[src/rtl/uart_pkg.sv]
// Shared UART state encodings, idle line level and timer width helper.
package uart_pkg;

  localparam logic IDLE_LEVEL = 1'b1;

  typedef enum logic [1:0] {
    TX_IDLE  = 2'd0,
    TX_START = 2'd1,
    TX_DATA  = 2'd2,
    TX_STOP  = 2'd3
  } tx_state_t;

  typedef enum logic [1:0] {
    RX_IDLE  = 2'd0,
    RX_START = 2'd1,
    RX_DATA  = 2'd2,
    RX_STOP  = 2'd3
  } rx_state_t;

  // Bits needed to hold CLKS_PER_BIT-1.
  function automatic int cnt_width(input int clks);
    return (clks > 2) ? $clog2(clks) : 1;
  endfunction

endpackage

[src/rtl/uart_bit_timer.sv]
// Bit-period down-counter: load a start value, then o_tc is high once it reaches zero.
module uart_bit_timer
  import uart_pkg::*;
#(
  parameter int CLKS_PER_BIT = 1250,
  parameter int CW           = cnt_width(CLKS_PER_BIT)
) (
  input  logic          clk,
  input  logic          reset,
  input  logic          i_load,
  input  logic [CW-1:0] i_load_val,
  output logic          o_tc
);

  logic [CW-1:0] r_cnt;

  always_ff @(posedge clk) begin
    if (reset) begin
      r_cnt <= '0;
    end else if (i_load) begin
      r_cnt <= i_load_val;
    end else if (r_cnt != '0) begin
      r_cnt <= r_cnt - CW'(1);
    end
  end

  assign o_tc = (r_cnt == '0);

endmodule

[src/rtl/uart_transceiver.sv]
// Full-duplex UART (TX serialiser + RX deserialiser) with fixed integer baud divide.
// Define UART_LOOPBACK_EN to feed the RX path from tx_out instead of rx_in.
module uart_transceiver
  import uart_pkg::*;
#(
  parameter int DATA_BITS    = 8,
  parameter int STOP_BITS    = 1,
  parameter int CLKS_PER_BIT = 1250
) (
  input  logic                 clk,
  input  logic                 reset,
  input  logic                 tx_start,
  input  logic [DATA_BITS-1:0] tx_data,
  output logic                 tx_ready,
  output logic                 tx_out,
  input  logic                 rx_in,
  output logic                 rx_valid,
  output logic [DATA_BITS-1:0] rx_data,
  output logic [1:0]           o_tx_state,
  output logic [1:0]           o_rx_state
);

  localparam int            CW        = cnt_width(CLKS_PER_BIT);
  localparam logic [CW-1:0] BIT_LOAD  = CW'(CLKS_PER_BIT - 1);
  localparam logic [CW-1:0] HALF_LOAD = CW'(CLKS_PER_BIT / 2 - 1);
  localparam logic [3:0]    LAST_BIT  = 4'(DATA_BITS - 1);
  localparam logic          LAST_STOP = 1'(STOP_BITS - 1);

  // ---------------- TX ----------------
  tx_state_t            r_tx_state, w_tx_state_nxt;
  logic [DATA_BITS-1:0] r_tx_shift, w_tx_shift_nxt;
  logic [3:0]           r_tx_bit, w_tx_bit_nxt;
  logic                 r_tx_stop, w_tx_stop_nxt;
  logic                 r_tx_out, w_tx_out_nxt;
  logic                 w_tx_load, w_tx_tc;

  uart_bit_timer #(.CLKS_PER_BIT(CLKS_PER_BIT)) u_tx_timer (
    .clk        (clk),
    .reset      (reset),
    .i_load     (w_tx_load),
    .i_load_val (BIT_LOAD),
    .o_tc       (w_tx_tc)
  );

  always_ff @(posedge clk) begin
    if (reset) begin
      r_tx_state <= TX_IDLE;
      r_tx_shift <= '0;
      r_tx_bit   <= '0;
      r_tx_stop  <= 1'b0;
      r_tx_out   <= IDLE_LEVEL;
    end else begin
      r_tx_state <= w_tx_state_nxt;
      r_tx_shift <= w_tx_shift_nxt;
      r_tx_bit   <= w_tx_bit_nxt;
      r_tx_stop  <= w_tx_stop_nxt;
      r_tx_out   <= w_tx_out_nxt;
    end
  end

  always_comb begin
    w_tx_state_nxt = r_tx_state;
    w_tx_shift_nxt = r_tx_shift;
    w_tx_bit_nxt   = r_tx_bit;
    w_tx_stop_nxt  = r_tx_stop;
    w_tx_load      = 1'b0;
    case (r_tx_state)
      TX_IDLE: begin
        if (tx_start) begin
          w_tx_state_nxt = TX_START;
          w_tx_shift_nxt = tx_data;
          w_tx_load      = 1'b1;
        end
      end
      TX_START: begin
        if (w_tx_tc) begin
          w_tx_state_nxt = TX_DATA;
          w_tx_bit_nxt   = '0;
          w_tx_load      = 1'b1;
        end
      end
      TX_DATA: begin
        if (w_tx_tc) begin
          w_tx_load      = 1'b1;
          w_tx_shift_nxt = r_tx_shift >> 1;
          if (r_tx_bit == LAST_BIT) begin
            w_tx_state_nxt = TX_STOP;
            w_tx_stop_nxt  = 1'b0;
          end else begin
            w_tx_bit_nxt = r_tx_bit + 4'd1;
          end
        end
      end
      TX_STOP: begin
        if (w_tx_tc) begin
          if (r_tx_stop == LAST_STOP) begin
            w_tx_state_nxt = TX_IDLE;
          end else begin
            w_tx_stop_nxt = 1'b1;
            w_tx_load     = 1'b1;
          end
        end
      end
      default: w_tx_state_nxt = TX_IDLE;
    endcase
    // Line level is registered from the next state so the pin never glitches.
    case (w_tx_state_nxt)
      TX_START: w_tx_out_nxt = ~IDLE_LEVEL;
      TX_DATA:  w_tx_out_nxt = w_tx_shift_nxt[0];
      default:  w_tx_out_nxt = IDLE_LEVEL;
    endcase
  end

  assign tx_out     = r_tx_out;
  assign tx_ready   = (r_tx_state == TX_IDLE);
  assign o_tx_state = r_tx_state;

  // ---------------- RX ----------------
  logic w_rx_line;
`ifdef UART_LOOPBACK_EN
  assign w_rx_line = r_tx_out;
`else
  assign w_rx_line = rx_in;
`endif

  rx_state_t            r_rx_state, w_rx_state_nxt;
  logic                 r_rx_meta, r_rx_sync, r_rx_prev;
  logic [DATA_BITS-1:0] r_rx_shift, w_rx_shift_nxt;
  logic [DATA_BITS-1:0] r_rx_data, w_rx_data_nxt;
  logic [3:0]           r_rx_bit, w_rx_bit_nxt;
  logic                 r_rx_stop, w_rx_stop_nxt;
  logic                 r_rx_err, w_rx_err_nxt;
  logic                 r_rx_valid, w_rx_valid_nxt;
  logic                 w_rx_load, w_rx_tc;
  logic [CW-1:0]        w_rx_load_val;

  uart_bit_timer #(.CLKS_PER_BIT(CLKS_PER_BIT)) u_rx_timer (
    .clk        (clk),
    .reset      (reset),
    .i_load     (w_rx_load),
    .i_load_val (w_rx_load_val),
    .o_tc       (w_rx_tc)
  );

  always_ff @(posedge clk) begin
    if (reset) begin
      r_rx_meta  <= IDLE_LEVEL;
      r_rx_sync  <= IDLE_LEVEL;
      r_rx_prev  <= IDLE_LEVEL;
      r_rx_state <= RX_IDLE;
      r_rx_shift <= '0;
      r_rx_data  <= '0;
      r_rx_bit   <= '0;
      r_rx_stop  <= 1'b0;
      r_rx_err   <= 1'b0;
      r_rx_valid <= 1'b0;
    end else begin
      r_rx_meta  <= w_rx_line;
      r_rx_sync  <= r_rx_meta;
      r_rx_prev  <= r_rx_sync;
      r_rx_state <= w_rx_state_nxt;
      r_rx_shift <= w_rx_shift_nxt;
      r_rx_data  <= w_rx_data_nxt;
      r_rx_bit   <= w_rx_bit_nxt;
      r_rx_stop  <= w_rx_stop_nxt;
      r_rx_err   <= w_rx_err_nxt;
      r_rx_valid <= w_rx_valid_nxt;
    end
  end

  always_comb begin
    w_rx_state_nxt = r_rx_state;
    w_rx_shift_nxt = r_rx_shift;
    w_rx_data_nxt  = r_rx_data;
    w_rx_bit_nxt   = r_rx_bit;
    w_rx_stop_nxt  = r_rx_stop;
    w_rx_err_nxt   = r_rx_err;
    w_rx_valid_nxt = 1'b0;
    w_rx_load      = 1'b0;
    w_rx_load_val  = BIT_LOAD;
    case (r_rx_state)
      RX_IDLE: begin
        // Edge, not level: a held-low break cannot retrigger.
        if (r_rx_prev && !r_rx_sync) begin
          w_rx_state_nxt = RX_START;
          w_rx_load      = 1'b1;
          w_rx_load_val  = HALF_LOAD;
        end
      end
      RX_START: begin
        if (w_rx_tc) begin
          if (!r_rx_sync) begin
            w_rx_state_nxt = RX_DATA;
            w_rx_bit_nxt   = '0;
            w_rx_load      = 1'b1;
          end else begin
            w_rx_state_nxt = RX_IDLE;
          end
        end
      end
      RX_DATA: begin
        if (w_rx_tc) begin
          w_rx_shift_nxt = {r_rx_sync, r_rx_shift[DATA_BITS-1:1]};
          w_rx_load      = 1'b1;
          if (r_rx_bit == LAST_BIT) begin
            w_rx_state_nxt = RX_STOP;
            w_rx_stop_nxt  = 1'b0;
            w_rx_err_nxt   = 1'b0;
          end else begin
            w_rx_bit_nxt = r_rx_bit + 4'd1;
          end
        end
      end
      RX_STOP: begin
        if (w_rx_tc) begin
          if (r_rx_stop == LAST_STOP) begin
            w_rx_state_nxt = RX_IDLE;
            if (r_rx_sync && !r_rx_err) begin
              w_rx_valid_nxt = 1'b1;
              w_rx_data_nxt  = r_rx_shift;
            end
          end else begin
            w_rx_err_nxt  = r_rx_err | ~r_rx_sync;
            w_rx_stop_nxt = 1'b1;
            w_rx_load     = 1'b1;
          end
        end
      end
      default: w_rx_state_nxt = RX_IDLE;
    endcase
  end

  assign rx_valid   = r_rx_valid;
  assign rx_data    = r_rx_data;
  assign o_rx_state = r_rx_state;

endmodule

[config.mk]
export PLATFORM = sky130hd
export DESIGN_NAME = uart_transceiver
export DESIGN_NICKNAME = d
export VERILOG_FILES = /design/src/rtl/uart_pkg.sv /design/src/rtl/uart_bit_timer.sv /design/src/rtl/uart_transceiver.sv
export SDC_FILE = /design/constraint.sdc
export NUM_CORES = 1
export LEC_CHECK = 0
export CAP_MARGIN = 20
export CORE_MARGIN = 3
export CORE_UTILIZATION = 55
export DETAILED_ROUTE_END_ITERATION = 8
export GPL_TIMING_DRIVEN = 0
export HOLD_SLACK_MARGIN = 0.1
export PLACE_DENSITY = 0.74
export SETUP_SLACK_MARGIN = 0.2
export SLEW_MARGIN = 0
export SYNTH_ARGS = -nofsm -noshare
export SYNTH_HDL_FRONTEND = slang
export SYNTH_SLANG_ARGS = --single-unit
[constraint.sdc]
create_clock -name clk -period 2.8 [get_ports clk]
set_clock_uncertainty 0.1 [all_clocks]
set_input_delay 0.56 -clock clk [delete_from_list [all_inputs] [get_ports clk]]
set_output_delay 0.56 -clock clk [all_outputs]
set_load 0.02 [all_outputs]
==> impl_metrics.tcl, run 1 <==
set metrics [dict create \
    via_count 2614 \
    max_cap_violations 0 \
    cp-start-kind "flip-flop" \
    dp_hpwl_um 4570 \
    synth_enable_flop_cells 0 \
    avgSynthCellArea_um2 8.79 \
    port-buffer-count 25 \
    ant_nets 0 \
    wl_met2_um 3070 \
    die_h_um 79.4 \
    hold_viol_final 0 \
    grt_pass1_vias 2444 \
    tightest_slew_ps 593 \
    hold_ws_ps 328 \
    antennaDiodeCount 0 \
    clock_path_buffers 2 \
    setup-violations-final 0 \
    grt-ovfl-total 0 \
    worst_ep_required_time_ps 2950 \
    p_leak_nw 1.31 \
    insertion_delay_ps 350 \
    grt_pass1_wl_um 11000 \
    synth_top_area_cell "dfxtp_1" \
    cts_hold_buf 0 \
    finalNetCount 397 \
    seq_area_frac_synth_pct 43.2 \
    hold_path_class "flip-flop to flip-flop" \
    dpl_cell_area_um2 3300 \
    critPathMaxFanout 6 \
    dp_slack_ps 240 \
    post-route-min-period_ps 2440 \
    final_core_utilization_pct 68.4 \
    area_growth_pct 19.5 \
    ys_top_cells_by_area "dfxtp_1 (43%), a21oi_1 (5.1%), mux2i_1 (4.1%)" \
    grt_usage_pct 22.4 \
    p_per_area_nw_per_um2 860 \
    grt_max_degree 13 \
    synthArstFlopShare_pct 0 \
    status "completed" \
    drc 0 \
    met3WireLength_um 262 \
    drtIter0Drc 102 \
    syn_inst 337 \
    die_x_um 79.4 \
    clockRootBuffer "clkbuf_8" \
    tns_ps 0 \
    dieArea_um2 6300 \
    ir_drop_mv 0.696 \
    cts.reportedPaths.clkPinSlew_ps 80 \
    core_area_um2 5170 \
    wl_met1_um 3020 \
    top_layer "met4" \
    h-tree-depth 3 \
    path_class "flip-flop to flip-flop" \
    gp_congestion 0.806 \
    timing.fmax_mhz 409 \
    synthFlopType "dfxtp_1" \
    detail_route.first_pass.iterations 4 \
    cts_tree "yes" \
    wl_per_cell_um 14.3 \
    mappedNetlistNets 357 \
    synth_top_area_share_pct 43.2 \
    rsz0062_at_grt "false" \
    final_area_um2 3540 \
    p_total_mw 3.04 \
    layout_commonest_cell "dfxtp_1" \
    most-common-layout-cells "dfxtp_1 (64), nor2_1 (32), a21oi_1 (29)" \
    nFillCells 415 \
    antenna_found_initial 0 \
    finalMaxSlewViolations 0 \
    std_cell_rows 26 \
    layout-drive-gt1-share_pct 10.5 \
    fin_cells 452 \
    vias_per_cell 5.78 \
    relSlewSlack_pct 60.2 \
    totalWireLength_um 6460 \
    dp.cells 432 \
    finalCritPeriodShare_pct 87.3 \
    crit_arrival_ps 2590 \
    start_util_pct 57.3 \
    fin_ws_ps 357 \
    cts_buffers 9 \
    clock_sinks 64 \
    cp-end-kind "flip-flop" \
    ios 27 \
    yosys_register_bits 64 \
    synth.cell_area_um2 2960 \
    yosysWarnings 0 \
    synth.distinct_cells 54 \
]
registers in the layout, indices dropped and copies added, names as in the netlist, 2 cells and up, named ones only:
signal and count:
r_rx_shift 8, u_tx_timer.r_cnt 11, o_tx_state 2, r_tx_bit 4
u_rx_timer.r_cnt 11, r_tx_shift 8, rx_data 8, r_rx_bit 4
worst max-delay path, cell delays in order, from the launching register on:
cell      delay (ps)
dfxtp_1          320
inv_1             90
ha_1             190
or3b_2           450
clkbuf_2         190
nor3_4           310
o221ai_2         160
a2111o_1         370
a21o_1           180
worst paths after layout:
path | startpoint | end | slack (ps) | cells past startpoint
hold reg to reg | r_rx_meta | r_rx_sync | 330 | 1
setup / recovery | u_tx_timer.r_cnt[0] | tx_out | 360 | 8
setup reg to reg | u_tx_timer.r_cnt[0] | tx_out | 360 | 8
hold / removal | r_rx_meta | r_rx_sync | 330 | 1
cell usage after synthesis, drive strengths merged, types with 4 or more instances:
library cell	number
or4	4
nand3	17
o21ai	5
nand3b	4
a21oi	30
nor3b	4
or3	7
xor2	4
nor3	19
dfxtp	64
xnor2	8
ha	8
nor2	32
a22oi	7
inv	9
a211oi	9
clkbuf	16
nand2	24
nand2b	4
nor4	6
mux2i	12
what timing repair did:
item,CTS,global route
endpoints found under the setup margin,0,18
resized for setup,0,7
setup buffers,0,4
metal layers:
metal  up-vias  track usage, %
met5         -               0
met4         0            9.79
met3         9            5.42
met2        39            37.0
met1      1261            27.7
li1       1305               -
report_power, final:
part,leakage (nW),internal (mW),total [mW],switching (mW)
logic,0.693,0.472,1.07,0.601
registers,0.523,1.05,1.19,0.139
clock network,0.0952,0.410,0.784,0.374
total,1.31,1.93,3.04,1.11
kinds of logic (layout without fill, tap and decap cells):
| group | after synthesis | in the layout | synth area share, % |
|---|---|---|---|
| buffers and inverters | 28 | 73 | 3.63 |
| DFF | 64 | 64 | 43.2 |
| AOI/OAI and AO/OA | 71 | 71 | 15.6 |
| and+or+nand+nor | 141 | 141 | 26.1 |
| muxes | 13 | 13 | 4.43 |
| xor gates and xnor gates | 12 | 12 | 3.55 |
| adders and majority gates | 8 | 8 | 3.38 |
cell type report:
cell class	instances	area, um2	share of cell area (%)
Buffer	19	77.6	2.19
Clock buffer	9	124	3.50
Clock inverter	7	72.6	2.05
Inverter	9	33.8	0.954
Multi-Input combinational cell	245	1580	44.7
Sequential cell	64	1280	36.2
Tap cell	70	87.6	2.47
Timing Repair Buffer	29	280	7.92
No activity file was read; power rests on OpenSTA's default activity.
==> run 2, diff against run 1 <==
--- a/config.mk
+++ b/config.mk
@@ -5,15 +5,17 @@
 export SDC_FILE = /design/constraint.sdc
 export NUM_CORES = 1
 export LEC_CHECK = 0
+export ABC_CLOCK_PERIOD_IN_PS = 2800
 export CAP_MARGIN = 20
 export CORE_MARGIN = 3
 export CORE_UTILIZATION = 55
 export DETAILED_ROUTE_END_ITERATION = 8
 export GPL_TIMING_DRIVEN = 0
 export HOLD_SLACK_MARGIN = 0.1
-export PLACE_DENSITY = 0.74
+export PLACE_DENSITY = 0.88
 export SETUP_SLACK_MARGIN = 0.2
 export SLEW_MARGIN = 0
 export SYNTH_ARGS = -nofsm -noshare
 export SYNTH_HDL_FRONTEND = slang
+export SYNTH_HIERARCHICAL = 1
 export SYNTH_SLANG_ARGS = --single-unit
==> run 2 against run 1 <==
Compared with the run above:
- critical endpoint is now rx_data[4]
- clock power grew 29%
- via count is 18% higher
- worst setup slack got worse by 220 ps
- critical path depth rose by 3
- combinational power increased by 7%
- area after synthesis rose by 4.1%
- hold slack worse by 6.9 ps
- critical path type unchanged
- power up 10%
- count of clock-buffer cells in the layout rose by 2
- sequential cell count did not move
- sequential share of layout area shrank 5.3 points
==> impl_metrics.tcl, run 2 <==
set metrics [dict create \
    p_per_area_nw_per_um2 803 \
    insertion_delay_ps 350 \
    ir_drop_mv 0.530 \
    layout-drive-gt1-share_pct 22.9 \
    cts.reportedPaths.clkPinSlew_ps 70 \
    cts_tree "yes" \
    status "completed" \
    finalNetCount 460 \
    tns_ps 0 \
    synth.most_common_cell "dfxtp_1" \
    gp_congestion 0.901 \
    start_util_pct 58.5 \
    syn_inst 357 \
    critPathMaxFanout 7 \
    nFillCells 340 \
    grt-ovfl-total 0 \
    dp_hpwl_um 4720 \
    grt_pass1_vias 2974 \
    wl_met1_um 3600 \
    drtIter0Drc 212 \
    clockRootBuffer "clkbuf_8" \
    wl_met2_um 4320 \
    post-route-min-period_ps 2670 \
    reg.largest.list "u_rx_timer/r_cnt (11), u_tx_timer/r_cnt (11)" \
    clock_path_buffers 2 \
    most-common-layout-cells "dfxtp_1 (60), nand2_1 (38), nor2_1 (36)" \
    timing.fmax_mhz 375 \
    grt_usage_pct 27.3 \
    max_cap_violations 0 \
    yosysWarnings 6 \
    dieArea_um2 6540 \
    area_growth_pct 35.4 \
    worst_ep_required_time_ps 2910 \
    relSlewSlack_pct 59.2 \
    synth_common_cells "dfxtp_1 (64), nor2_1 (40), nand2_1 (39), a21oi_1 (22), o21ai_0 (19)" \
    hold_viol_final 0 \
    die_x_um 80.9 \
    synth_enable_flop_cells 0 \
    core_area_um2 5270 \
    synthFlopType "dfxtp_1" \
    ys_top_cells_by_area "dfxtp_1 (42%), nor2_1 (4.9%), nand2_1 (4.7%)" \
    finalCritPeriodShare_pct 95.2 \
    via_count 3076 \
    top_layer "met4" \
    dp.cells 468 \
    totalWireLength_um 8590 \
    cp-end-kind "flip-flop" \
    avgSynthCellArea_um2 8.64 \
    seq_area_frac_synth_pct 41.6 \
    cts_buffers 9 \
    synthArstFlopShare_pct 0 \
    grt_max_degree 12 \
    detail_route.first_pass.iterations 5 \
    cp-start-kind "flip-flop" \
    ant_nets 0 \
    synth_top_area_cell "dfxtp_1" \
    h-tree-depth 3 \
    rsz0062_at_grt "true" \
    antennaDiodeCount 0 \
    met3WireLength_um 422 \
    setup-violations-final 0 \
    port-buffer-count 26 \
    die_h_um 80.9 \
    tightest_slew_ps 607 \
    fin_cells 515 \
    layout_commonest_cell "dfxtp_1" \
    crit_arrival_ps 2780 \
    hold_path_class "flip-flop to flip-flop" \
    clock_sinks 64 \
    finalMaxSlewViolations 0 \
    ios 27 \
    drc 0 \
    std_cell_rows 26 \
    synth.cell_area_um2 3080 \
    wl_per_cell_um 16.7 \
    synth_top_area_share_pct 41.6 \
    vias_per_cell 5.97 \
    path_class "flip-flop to flip-flop" \
    p_leak_nw 1.62 \
    grt_pass1_wl_um 14000 \
    synth.distinct_cells 53 \
    yosys_register_bits 64 \
    antenna_found_initial 0 \
]
[run 2: changes by cell type after synthesis, sizes merged, moves of 4 or more]
cell,change
nor3,-16
a311oi,+8
a211oi,-6
inv,+5
or4,+4
clkbuf,-5
nor2,+9
a22oi,-6
a21oi,-8
nand4,+4
nand3,-9
o21ai,+14
nand2,+15
o221a,+4
[run 2: final cells by class]
type	instances	area, um2	area share, %
buffer	17	118	2.82
clock inverter	5	103	2.46
clock buffer	11	151	3.63
sequential	64	1290	30.9
inverter	16	72.6	1.74
tap	70	87.6	2.10
timing repair buffer	57	529	12.7
multi-input combinational	275	1820	43.7
[run 2: stage by stage]
step                      worst slack [ps]  power [mW]  instance area [um2]  hold WS (ps)  util (%)
after floorplan                       85.2        1.86                 3200           289         -
after global placement                -215        2.01                 3550           295      67.4
after detailed placement              -277        2.05                 3550           310      67.4
after CTS                              189        3.19                 4040           325      76.6
after global routing                  47.9        3.50                 4180           338      79.2
final                                  135        3.35                 4180           322      79.2
[run 2: worst max-delay path, stage by stage (launching register included)]
cell	delay, ps
dfxtp_2	330
inv_2	70
ha_4	130
or4b_4	450
buf_6	140
nor4_4	300
buf_4	220
nand4_1	180
nor2_4	170
buf_12	140
mux2i_2	220
nor2_1	70
[run 2: cells by family (layout without fill, tap and decap cells)]
family | after synthesis | count (layout) | synth area share, %
XOR/XNOR | 12 | 12 | 3.41
multiplexers | 9 | 9 | 2.92
other | 2 | 17 | 0.244
AO/OA/AOI/OAI | 86 | 86 | 19.2
buffers and inverters | 33 | 106 | 4.26
flip-flops | 64 | 64 | 41.6
adder cells (fa/ha/maj) | 8 | 8 | 3.25
AND/OR/NAND/NOR | 143 | 143 | 25.2
[run 2: worst paths after layout]
check | cells after the start | startpoint | slack [ps] | end
worst min register to register | 1 | r_rx_meta | 320 | r_rx_sync
worst max-delay path | 11 | u_rx_timer/r_cnt[1] | 130 | rx_data[4]
worst min-delay path | 1 | r_rx_meta | 320 | r_rx_sync
worst max register to register | 11 | u_rx_timer/r_cnt[1] | 130 | rx_data[4]
[run 2: layer usage]
| metal | vias up | track usage [%] |
|---|---|---|
| met3 | 31 | 7.54 |
| met4 | 0 | 10.3 |
| li1 | 1467 | - |
| met1 | 1472 | 31.7 |
| met2 | 106 | 47.6 |
| met5 | - | 0 |
[run 2: report_power, final]
part           leakage (nW)  internal (mW)  switching [mW]
clock network         0.126          0.639           0.369
registers             0.525           1.04           0.154
logic                 0.965          0.578           0.573
[run 2: repair_timing]
action,4_1_cts,5_1_grt
setup buffers,24,7
pin swaps,7,18
resized for setup,10,28
endpoints found under the setup margin,54,54
hold endpoints to repair,0,0
hold buffers,0,0
